## config.mk

```make
export PLATFORM = sky130hd
export DESIGN_NAME = reset_sync_pipeline
export DESIGN_NICKNAME = d
export VERILOG_FILES = /design/src/rtl/reset_sync_pipeline.sv
export SDC_FILE = /design/constraint.sdc
export NUM_CORES = 1
export LEC_CHECK = 0
export CORE_ASPECT_RATIO = 1.5
export CORE_MARGIN = 1
export CORE_UTILIZATION = 50
export DETAILED_ROUTE_END_ITERATION = 8
export PLACE_DENSITY = 0.86
export SLEW_MARGIN = 10
export SYNTH_ARGS = -nofsm -noshare
export SYNTH_HDL_FRONTEND = slang
export SYNTH_SLANG_ARGS = --single-unit
export TNS_END_PERCENT = 10
```

## constraint.sdc

```tcl
create_clock -name clk -period 2.1 [get_ports clk]
set_input_delay 0.63 -clock clk [delete_from_list [all_inputs] [get_ports clk]]
set_output_delay 0.63 -clock clk [all_outputs]
set_load 0.05 [all_outputs]
```

## src/rtl/reset_sync_pipeline.sv

```systemverilog
// Elastic STAGES-deep pipeline that adds ADD at stage 0, with an internal reset synchroniser and a synchronous flush.
// Define RESET_SYNC_PIPELINE_BEAT_CNT_EN to add the 32-bit output beat counter port beat_count.
module reset_sync_pipeline #(
  parameter int unsigned WIDTH       = 16,
  parameter int unsigned STAGES      = 3,
  parameter int unsigned SYNC_STAGES = 2,
  parameter logic [63:0] ADD         = 64'd1
) (
  input  logic             clk,
  input  logic             async_rst_n,
  input  logic             sync_rst,
  input  logic [WIDTH-1:0] in_data,
  input  logic             in_valid,
  output logic             in_ready,
  output logic [WIDTH-1:0] out_data,
  output logic             out_valid,
  input  logic             out_ready,
  output logic             rst_done
`ifdef RESET_SYNC_PIPELINE_BEAT_CNT_EN
  ,
  output logic [31:0]      beat_count
`endif
);

  logic [SYNC_STAGES-1:0] sync_q;
  logic                   rst_sync_n;
  logic                   reset_active;
  logic [STAGES-1:0]      valid_q;
  logic [STAGES-1:0]      valid_d;
  logic [STAGES-1:0]      load_s;
  logic [WIDTH-1:0]       data_q [STAGES];
  logic [WIDTH-1:0]       data_d [STAGES];
  logic                   rst_done_q;
  logic [WIDTH-1:0]       add_s;

  assign add_s = ADD[WIDTH-1:0];

  // Reset synchroniser: clears asynchronously, releases after SYNC_STAGES edges.
  always_ff @(posedge clk or negedge async_rst_n) begin
    if (!async_rst_n) begin
      sync_q <= '0;
    end else begin
      sync_q <= {sync_q[SYNC_STAGES-2:0], 1'b1};
    end
  end

  assign rst_sync_n   = sync_q[SYNC_STAGES-1];
  assign reset_active = ~rst_sync_n | sync_rst;

  // A stage loads when it is empty or its content moves on this cycle.
  always_comb begin
    load_s             = '0;
    load_s[STAGES-1]   = ~valid_q[STAGES-1] | out_ready;
    for (int k = int'(STAGES) - 2; k >= 0; k--) begin
      load_s[k] = ~valid_q[k] | load_s[k+1];
    end
  end

  assign in_ready = load_s[0] & ~reset_active;

  // Next-state for valid/data of every stage; reset_active wins over handshakes.
  always_comb begin
    valid_d = valid_q;
    data_d  = data_q;
    if (reset_active) begin
      valid_d = '0;
      for (int k = 0; k < int'(STAGES); k++) begin
        data_d[k] = '0;
      end
    end else begin
      if (load_s[0]) begin
        valid_d[0] = in_valid;
        if (in_valid) begin
          data_d[0] = in_data + add_s;
        end else begin
          data_d[0] = data_q[0];
        end
      end else begin
        valid_d[0] = valid_q[0];
      end
      for (int k = 1; k < int'(STAGES); k++) begin
        if (load_s[k]) begin
          valid_d[k] = valid_q[k-1];
          data_d[k]  = data_q[k-1];
        end else begin
          valid_d[k] = valid_q[k];
        end
      end
    end
  end

  // Pipeline registers are cleared only through reset_active (synchronously).
  always_ff @(posedge clk) begin
    valid_q <= valid_d;
    data_q  <= data_d;
  end

  // rst_done follows !reset_active one cycle late.
  always_ff @(posedge clk or negedge async_rst_n) begin
    if (!async_rst_n) begin
      rst_done_q <= 1'b0;
    end else begin
      rst_done_q <= ~reset_active;
    end
  end

  assign out_valid = valid_q[STAGES-1];
  assign out_data  = data_q[STAGES-1];
  assign rst_done  = rst_done_q;

`ifdef RESET_SYNC_PIPELINE_BEAT_CNT_EN
  logic [31:0] beat_count_q;
  logic [31:0] beat_count_d;

  // Output-transfer counter; wraps naturally at 32 bits.
  always_comb begin
    beat_count_d = beat_count_q;
    if (reset_active) begin
      beat_count_d = 32'd0;
    end else if (out_valid && out_ready) begin
      beat_count_d = beat_count_q + 32'd1;
    end else begin
      beat_count_d = beat_count_q;
    end
  end

  always_ff @(posedge clk) begin
    beat_count_q <= beat_count_d;
  end

  assign beat_count = beat_count_q;
`endif

endmodule

```

* Yosys cells after proc, flatten, opt, wreduce, memory -nomap -nowiden
Cells that the tools add are included.
** Storage, ports and cells
- Bits in registers :: 54
- Output and inout port bits :: 19
** Operators by class
- $add $sub $neg :: 1
- Bitwise gates (word level) :: 10
- Reductions and logical operators :: 1
** Operator list (count)
- 16-bit by 1-bit adder with 16-bit output (second input constant) :: 1
- 1-bit inverter :: 5
- 1-bit OR :: 4
- 2-bit AND reduction :: 1
- 1-bit bitwise AND :: 1

* Depth between registers and ports, before layout
Gate-level depths: netlist (run 1).
- Word-level depth :: 5
- Depth in mapped cells :: 6
- Gate-level depth less buffers :: 5

* Worst setup path after synthesis (run 1)
No wires, ideal clock.
- Path type :: input port to output port
- From :: input port out_ready
- To :: output port in_ready
- Arrival :: 1.971 ns
- Required time :: 1.470 ns
- Setup slack :: -0.501 ns
- Stages :: 4
- Cells stage by stage :: and3b_1 buf_2 buf_1 a21oi_1
** On the way
- Longest elaborated chain between the ends :: 4
** RTL lines
- from (decl) :: RTL line 17 : input logic out_ready,
- 1-bit OR :: RTL line 53 : load_s[STAGES-1] = ~valid_q[STAGES-1] | out_ready;
- 1-bit OR (2 in a row) :: RTL line 55 : load_s[k] = ~valid_q[k] | load_s[k+1];
- 1-bit bitwise AND :: RTL line 59 : assign in_ready = load_s[0] & ~reset_active;
- to (decl) :: RTL line 14 : output logic in_ready,
No other way between the ends.

* Final worst setup path (run 1)
Same ends and word-level chain as after synthesis.

==> reports/metrics.cfg, run 1 <==
[outcome]
status = completed

[detailed_routing]
wirelength_um = 4110
ant_nets = 0
drt_iter0_markers = 27
avgRoutedWirePerCell_um = 11.6
vias_per_cell = 5.15
drt_first_pass_iters = 4
via_count = 1817
drc = 0

[synth]
synth_xor_area_share_pct = 5.50
netlist_area_mm2 = 0.00223
ys_types = 31
synth-compound-area-share_pct = 14.9
synthSimpleGateAreaFrac_pct = 20.4
ys_top_cells_by_count = nand2_1 (69), dfxtp_1 (51), a21oi_1 (42)
seq_area_frac_synth_pct = 49.2
ys_ff_latch = 54
avgSynthCellArea_um2 = 8.29
synth_edf_count = 0
synth_top_family_by_area = simple AND/OR/NAND/NOR gates
synthTopCellsByArea = dfxtp_1 (46%), nand2_1 (12%), a21oi_1 (9.4%)
yosysTopAreaCellShare_pct = 45.8
synth_fa_ha_area_share_pct = 0.561
syn_inst = 269
yosys.cell_count.top_type = nand2_1
synth_area_leader_cell = dfxtp_1
async_flop_share_pct = 5.56
syn_nets = 291
synthMuxAreaShare_pct = 0.449
synth_warnings = 0
synthFlopType = dfxtp_1

[setup_path]
worst-path-stages = 4
worstRegToRegCells = 7
cp.arrival_ns = 1.43
cp_num_buf_inv = 2
critPathMaxFanout = 3
cp_slowest_stage_delay_ns = 0.24
required_ns = 1.47
path_delay_family = buffers and inverters
crit_type = input port to output pin
slowest_stage = and3b_2
crit_chain = dlygate4sd2_1, and3b_2, a21oi_4, buf_12
worst_setup_path_end_kind = output pin
startpoint_type = input port

[placed_design]
gp_congestion = 0.741
placed_cell_area_mm2 = 0.00267
io_buffer_count = 39
post-dp-hpwl_um = 3040

[pwr]
irDropWorstVdd_v = 0.000615
p_int_mw = 1.41
power_switching_share_pct = 22.9
clkPwrFrac_pct = 31.4
p_leak_nw = 1.02
power.density_mw_per_mm2 = 663
seqPwrFrac_pct = 57.9
p_switching_uw = 419
pwr-share-comb_pct = 10.7

[die]
die_w_um = 56.5
coreArea_mm2 = 0.00425
dieArea_mm2 = 0.00474
die_height_um = 83.8
rows = 29
initial_core_util_pct = 52.5
ioPinCount = 40

[clock_network]
clk_latency_ns = 0.30
cts_buffers = 5
cts_sinks = 54
path_clk_slew_ns = 0.09
clockRootBuffer = clkbuf_8
cts_max_level = 2
cts_buffer_depth = 2
cts_tree = yes

[hold_path]
hold_class = register to register
whs_path_depth = 0

[timing]
whs_ns = 0.365
finalHoldViolCount = 0
setup_violations = 0
finalCriticalPeriod_ns = 2.06
max_slew_margin_pct = 66.5
slew_viol_final = 0
finalCritPeriodShare_pct = 97.9
worstMarginPinSlew_ns = 0.501
fmax_mhz = 486
rsz0062_at_grt = no
skew_ns = 0.00361

[grt]
grt_overflow = 0
grt_pass1_wl_um = 6900
antenna_found_initial = 0
grt_pass1_vias = 1688
grt_usage_pct = 18.3
grt_max_degree = 42

[layout]
final_core_util_pct = 65.1
antenna_cells = 0
drive_gt1_share_pct = 19.5
postLayoutCellArea_mm2 = 0.00276
area_growth_pct = 24.0
final_nets = 328

[run]
maxCapViolCount = 0

==> sequential cells by signal, indices dropped and copies added, names as in the netlist <==
signal / cells
data_q: 32
out_data: 16
valid_q: 3
sync_q: 2
rst_done: 1
==> power by group through the flow <==
stage | clock (mW) | combinational, mW | sequential (mW)
4_1_cts | 0.585 | 0.196 | 1.06
6_report | 0.575 | 0.196 | 1.06
3_5_place_dp | 0 | 0.196 | 1.08
3_3_place_gp | 0 | 0.191 | 1.08
5_1_grt | 0.621 | 0.212 | 1.06
2_1_floorplan | 0 | 0.0882 | 1.09
==> layout by cell type (no fill, tap or decap), types with 4 or more instances in the layout <==
cell             Yosys  layout
clkdlybuf4s50_1      0      18
a21oi_1             42      41
buf_4               16      39
nand4_1              4       4
dfxtp_1             51      50
clkbuf_8             0       6
a211oi_1             4       4
nor3_1               4       4
xnor2_1             10      10
nor2_1              11      11
nand3_1              4       4
o21ai_1             10      10
xor2_1               4       4
nand2_1             69      69
==> layout make-up <==
class                   instances  area (um2)
clock buffers                   7        86.3
clock inverters                 1        5.00
fillers                       360        1480
inverters                       3        11.3
multi-input cells             180         956
flip-flops and latches         54        1100
well taps                      46        57.6
repair buffers                 62         551
==> final timing paths <==
| path | slack (ns) | startpoint | endpoint |
|---|---|---|---|
| min in group asynchronous | 0.50 | async_rst_n | rst_done$_DFF_PN0_ |
| worst max-delay path | 0.04 | out_ready | in_ready |
| worst max register to register | 0.67 | valid_q[2]$_SDFFE_PN0P_ | data_q[41]$_SDFFE_PN0P_ |
| worst min register to register | 0.36 | sync_q[0]$_DFF_PN0_ | sync_q[1]$_DFF_PN0_ |
| max in group asynchronous | 1.45 | async_rst_n | sync_q[0]$_DFF_PN0_ |
| worst min-delay path | 0.36 | sync_q[0]$_DFF_PN0_ | sync_q[1]$_DFF_PN0_ |
==> per-layer routing <==
layer  wire [um]  global-route usage, %
met1        1730                   19.6
met2        2170                   34.1
met3         146                   3.88
met4          63                   6.65
met5           0                      0
==> what timing repair did <==
| item | CTS | global route |
|---|---|---|
| hold endpoints to repair | 0 | 0 |
| hold buffers | 0 | 0 |
| setup endpoints to repair | 1 | 0 |
| resized for setup | 4 | 0 |
| setup buffers | 0 | 0 |
==> metrics by stage <==
| step | power (mW) | setup TNS [ns] | setup WS [ns] | instances |
|---|---|---|---|---|
| final | 1.83 | 0 | 0.0437 | 353 |
| after global routing | 1.90 | 0 | 0.0175 | 353 |
| after CTS | 1.84 | 0 | 0.0435 | 353 |
| after detailed placement | 1.28 | -1.18 | -0.176 | 345 |
| after global placement | 1.27 | -0.990 | -0.187 | 345 |
| after floorplan | 1.17 | 0 | 0.0101 | 269 |
==> cells by family (layout without fill, tap and decap cells) <==
family                     count (synthesis)  count (layout)
other                                      1               1
xor gates and xnor gates                  14              14
buffers and inverters                     35              73
AOI/OAI and AO/OA                         61              61
muxes                                      1               1
and+or+nand+nor                          102             102
adders and majority gates                  1               1
DFF                                       54              54
No activity file was read; power rests on OpenSTA's default activity.
==> run 2: changes to the inputs <==
- REMOVE_ABC_BUFFERS: not set -> 1
==> run 2 against run 1 <==
Effect of this change:
- sequential power about the same
- critical endpoint unchanged
- register-to-register slack worse by 0.12 ns
- combinational power decreased by 3%
- critical path depth unchanged
==> reports/metrics.cfg, run 2 (synthesis gave the netlist of run 1 again) <==
[outcome]
status = completed

[hold_path]
hold_class = register to register
hp-start = sync_q[0]$_DFF_PN0_
worstHoldEndpoint = sync_q[1]$_DFF_PN0_
whs_path_depth = 0  ; unchanged

[timing]
finalCritPeriodShare_pct = 96.8  ; -1.1 points
skew_ns = 0.00295  ; -0.000656 ns
finalCriticalPeriod_ns = 2.03  ; -0.0231 ns
fmax_mhz = 492  ; +1.1%
finalHoldViolCount = 0  ; unchanged
max_slew_margin_pct = 66.6  ; +0.072 points
whs_ns = 0.362  ; -0.00332 ns
worstMarginPinSlew_ns = 0.500  ; -0.00108 ns
rsz0062_at_grt = no
setup_violations = 0  ; unchanged
setup_slack_ns = 0.0668  ; +0.0231 ns
slew_viol_final = 0  ; unchanged

[placed_design]
gp_congestion = 0.755  ; +2.0%
dp_slack_ns = -0.254  ; -0.0782 ns
post-dp-hpwl_um = 2970  ; -2.3%
io_buffer_count = 39  ; unchanged
dp_cells = 342  ; -0.87%

[detailed_routing]
drc = 0  ; unchanged
avgRoutedWirePerCell_um = 11.6  ; about the same
dr_wl_met2_um = 2130  ; -1.9%
drt_first_pass_iters = 4  ; unchanged
m1WireLength_um = 1700  ; -1.3%
top_layer = met4
wl_met3_um = 148  ; +1.4%
vias_per_cell = 5.16  ; +0.19%
ant_nets = 0  ; unchanged
via_count = 1805  ; -0.66%
wirelength_um = 4070  ; -0.95%
drt_iter0_markers = 54  ; +100%

[clock_network]
cts_buffer_depth = 2  ; unchanged
cts_tree = yes
clk_latency_ns = 0.31  ; about the same
cts_max_level = 2  ; unchanged
path_clk_slew_ns = 0.09  ; about the same
cts_buffers = 5  ; unchanged
hold_buffers = 0  ; unchanged
postCtsSetupRepairBufs = 0  ; unchanged
cts_sinks = 54  ; unchanged
clockRootBuffer = clkbuf_8

[layout]
mostFrequentLayoutCells = nand2_1 (69), dfxtp_1 (51), a21oi_1 (41), buf_4 (37), clkdlybuf4s50_1 (18)
layout_commonest_cell = nand2_1
regMostFlops = data_q
largest_reg_flops = 32  ; unchanged
final_nets = 325  ; -0.91%
area_growth_pct = 22.3
antenna_cells = 0  ; unchanged
drive_gt1_share_pct = 18.4  ; -1.1 points
fin_cells = 350  ; -0.85%

[die]
dieArea_mm2 = 0.00474  ; unchanged
die_height_um = 83.8  ; unchanged
ioPinCount = 40  ; unchanged
coreArea_mm2 = 0.00425  ; unchanged
initial_core_util_pct = 52.5  ; unchanged
rows = 29  ; unchanged
die_w_um = 56.5  ; unchanged

[grt]
grt_pass1_vias = 1606  ; -4.9%
grt_usage_pct = 18.8  ; +0.49 points
grt_pass1_wl_um = 6920  ; +0.29%
grt_overflow = 0  ; unchanged
antenna_found_initial = 0  ; unchanged
grt_max_degree = 42  ; unchanged

[run]
maxCapViolCount = 0  ; unchanged

[setup_path]
crit_type = input port to output pin
critPathMaxFanout = 3  ; unchanged
r2r_start = valid_q[2]$_SDFFE_PN0P_
required_ns = 1.47  ; about the same
worstRegToRegCells = 6  ; -1
rrSetupSlack_ns = 0.55  ; -0.12 ns
cp.arrival_ns = 1.40  ; -0.03 ns
startpoint_type = input port
rr_endpoint = data_q[35]$_SDFFE_PN0P_
worst_setup_path_end_kind = output pin

[pwr]
irDropWorstVdd_v = 0.000571  ; -7.3%
power.density_mw_per_mm2 = 670  ; +1.1%
finalPower_mw = 1.83  ; -0.25%
p_leak_nw = 1.00  ; -1.9%

[run 2: changes by cell type in the layout (fill, tap and decap cells not counted), sizes merged]
cell	change
buf	-3
[run 2: metal layers]
metal  global-route usage (%)  vias to the layer above
met3                     4.65                        6
li1                         -                      944
met1                     20.7                      817
met5                        0                        -
met4                     9.53                        0
met2                     32.6                       38
[run 2: final cells by class]
| cell class | instances | area (um2) |
|---|---|---|
| well taps | 46 | 57.6 |
| fillers | 357 | 1520 |
| multi-input cells | 180 | 956 |
| repair buffers | 59 | 515 |
| clock buffers | 7 | 86.3 |
| flip-flops and latches | 54 | 1100 |
| inverters | 3 | 11.3 |
| clock inverters | 1 | 5.00 |
[run 2: through the flow]
step / cell area (um2) / TNS [ns] / utilization (%)
floorplan: 2040 / -1.89 / -
global placement: 2620 / -1.45 / 61.7
detailed placement: 2620 / -2.18 / 61.7
CTS: 2730 / 0 / 64.2
global route: 2730 / 0 / 64.2
finish: 2730 / 0 / 64.2
[run 2: power by group]
group | total [mW] | switching [mW] | internal, mW
logic | 0.190 | 0.0956 | 0.0939
clock network | 0.577 | 0.310 | 0.266
registers | 1.06 | 0.0137 | 1.05
total | 1.83 | 0.420 | 1.41
[run 2: worst max path at each step]
stage,startpoint,end,slack (ns),cells past startpoint
4_1_cts,out_ready,in_ready,0.09,4
6_report,out_ready,in_ready,0.07,4
2_1_floorplan,sync_rst,in_ready,-0.77,2
3_5_place_dp,out_ready,in_ready,-0.25,4
3_3_place_gp,out_ready,in_ready,-0.26,4
5_1_grt,out_ready,in_ready,0.03,4
[run 2: worst max-delay path, cell delays in order]
cell           delay, ns
dlygate4sd2_1       0.22
and3b_2             0.24
a21oi_4             0.16
buf_12              0.15
[run 2: timing repair]
action	4_1_cts	5_1_grt
setup endpoints to repair	1	0
resized for setup	7	0
endpoints found under the hold margin	0	0
==> run 3: changes to the inputs <==
--- a/config.mk
+++ b/config.mk
@@ -10,2 +10,3 @@
 export CORE_UTILIZATION = 50
+export CTS_CLUSTER_SIZE = 16
 export DETAILED_ROUTE_END_ITERATION = 8
==> constraint.sdc (replaced) <==
create_clock -name clk -period 2.1 [get_ports clk]
set_input_delay 0.42 -clock clk [delete_from_list [all_inputs] [get_ports clk]]
set_output_delay 0.42 -clock clk [all_outputs]
set_load 0.05 [all_outputs]
==> run 3 against run 2 <==
Effect of this change:
- design area is 0.96% lower
- core utilization is 0.62 points lower
- critical path depth unchanged
- first-iteration DRC count down 31%
- non-clock buffer count is 10 lower
- global-route usage decreased by 1.0 points
- final cell count is 2.9% lower
- die area unchanged
- clock power rose by 19%
- register-to-register slack better by 0.22 ns
- power up 5.2%
==> reports/metrics.cfg, run 3 (synthesis gave the netlist of run 1 again) <==
[setup_path]
cp_slowest_stage_delay_ns = 0.49  ; +0.25 ns
worst_setup_path_end_kind = output pin
crit_type = input port to output pin
slowest_stage = clkdlybuf4s50_1
required_ns = 1.68  ; +0.21 ns
path_delay_family = buffers and inverters
startpoint_type = input port
cp.arrival_ns = 1.55  ; +0.15 ns
cp_num_buf_inv = 2  ; unchanged
critPathMaxFanout = 3  ; unchanged
crit_chain = clkdlybuf4s50_1, and3b_1, a21oi_1, buf_12

[grt]
antenna_found_initial = 0  ; unchanged
grt_pass1_wl_um = 6630  ; -4.2%
grt_max_degree = 32  ; -24%
grt_pass1_vias = 1536  ; -4.4%
grt_usage_pct = 17.8  ; -1.0 points
grt_overflow = 0  ; unchanged

[timing]
rsz0062_at_grt = no
tns_ns = 0  ; unchanged
whs_ns = 0.284  ; -0.0775 ns
slew_viol_final = 0  ; unchanged
fmax_mhz = 509  ; +3.4%
worstMarginPinSlew_ns = 0.498  ; -0.00207 ns
finalCriticalPeriod_ns = 1.97  ; -0.0675 ns
max_slew_margin_pct = 66.7  ; +0.11 points
setup_slack_ns = 0.134  ; +0.0675 ns
finalHoldViolCount = 0  ; unchanged
setup_violations = 0  ; unchanged
skew_ns = 0.0109  ; +0.00797 ns
finalCritPeriodShare_pct = 93.6  ; -3.2 points

[die]
rows = 29  ; unchanged
dieArea_mm2 = 0.00474  ; unchanged
initial_core_util_pct = 52.5  ; unchanged
die_height_um = 83.8  ; unchanged
ioPinCount = 40  ; unchanged
coreArea_mm2 = 0.00425  ; unchanged
die_w_um = 56.5  ; unchanged

[layout]
antenna_cells = 0  ; unchanged
final_nets = 315  ; -3.1%
fillerInstances = 369  ; +3.4%
largest_reg_flops = 32  ; unchanged
regMostFlops = data_q
postLayoutCellArea_mm2 = 0.00270  ; -0.96%
final_core_util_pct = 63.6  ; -0.62 points
area_growth_pct = 21.2
fin_cells = 340  ; -2.9%
mostFrequentLayoutCells = nand2_1 (69), dfxtp_1 (51), a21oi_1 (42), clkdlybuf4s50_1 (38), nor2_1 (11)
drive_gt1_share_pct = 8.84  ; -9.6 points
layout_commonest_cell = nand2_1

[detailed_routing]
vias_per_cell = 5.22  ; +1.3%
avgRoutedWirePerCell_um = 11.3  ; -3.2%
drt_iter0_markers = 37  ; -31%
wirelength_um = 3830  ; -6.0%
drt_first_pass_iters = 4  ; unchanged
drc = 0  ; unchanged
via_count = 1776  ; -1.6%
ant_nets = 0  ; unchanged

[clock_network]
clk_latency_ns = 0.31  ; about the same
cts_buffers = 5  ; unchanged
hold_buffers = 0  ; unchanged
cts_buffer_depth = 2  ; unchanged
cts_max_level = 2  ; unchanged
postCtsSetupRepairBufs = 0  ; unchanged
cts_resized = 0  ; -7
clockRootBuffer = clkbuf_8
cts_tree = yes
cts_sinks = 54  ; unchanged
path_clk_slew_ns = 0.08  ; about the same

[placed_design]
placed_cell_area_mm2 = 0.00259  ; -1.1%
post-dp-hpwl_um = 2840  ; -4.3%
dp_cells = 332  ; -2.9%
gp_congestion = 0.751  ; -0.53%
io_buffer_count = 39  ; unchanged
dp_slack_ns = 0.0612  ; +0.315 ns

[outcome]
status = completed

[pwr]
finalPower_mw = 1.92  ; +5.2%
p_leak_nw = 0.916  ; -8.4%
irDropWorstVdd_v = 0.000738  ; +29%
power.density_mw_per_mm2 = 712  ; +6.2%

[hold_path]
hold_class = input port to asynchronous set/reset pin

[run]
maxCapViolCount = 0  ; unchanged

==> run 3: metal layers <==
layer | GRT usage, % | vias to the layer above | wire [um]
li1 | - | 920 | -
met1 | 20.8 | 802 | 1600
met2 | 29.4 | 43 | 1960
met3 | 3.88 | 11 | 145
met4 | 10.2 | 0 | 124
met5 | 0 | - | 0
==> run 3: report_power, final <==
part	switching [mW]	internal [mW]	total, mW
sequential	0.0121	1.05	1.06
combinational	0.0916	0.0833	0.175
clock	0.331	0.357	0.688
==> run 3: worst paths after layout <==
kind,start,to,slack [ns],cells past startpoint
min in group clk,sync_q[0]$_DFF_PN0_,sync_q[1]$_DFF_PN0_,0.36,0
worst min-delay path,async_rst_n,sync_q[1]$_DFF_PN0_,0.28,1
worst max-delay path,out_ready,in_ready,0.13,4
worst min register to register,sync_q[0]$_DFF_PN0_,sync_q[1]$_DFF_PN0_,0.36,0
worst max register to register,valid_q[2]$_SDFFE_PN0P_,data_q[32]$_SDFFE_PN0P_,0.77,5
max in group asynchronous,async_rst_n,sync_q[0]$_DFF_PN0_,1.68,1
==> run 3: layout make-up <==
type | instances | area (um2) | share of cell area [%]
Clock buffer | 5 | 68.8 | 2.55
Clock inverter | 3 | 43.8 | 1.62
Inverter | 3 | 11.3 | 0.417
Multi-Input combinational cell | 180 | 936 | 34.6
Sequential cell | 54 | 1100 | 40.6
Tap cell | 46 | 57.6 | 2.13
Timing Repair Buffer | 49 | 488 | 18.1
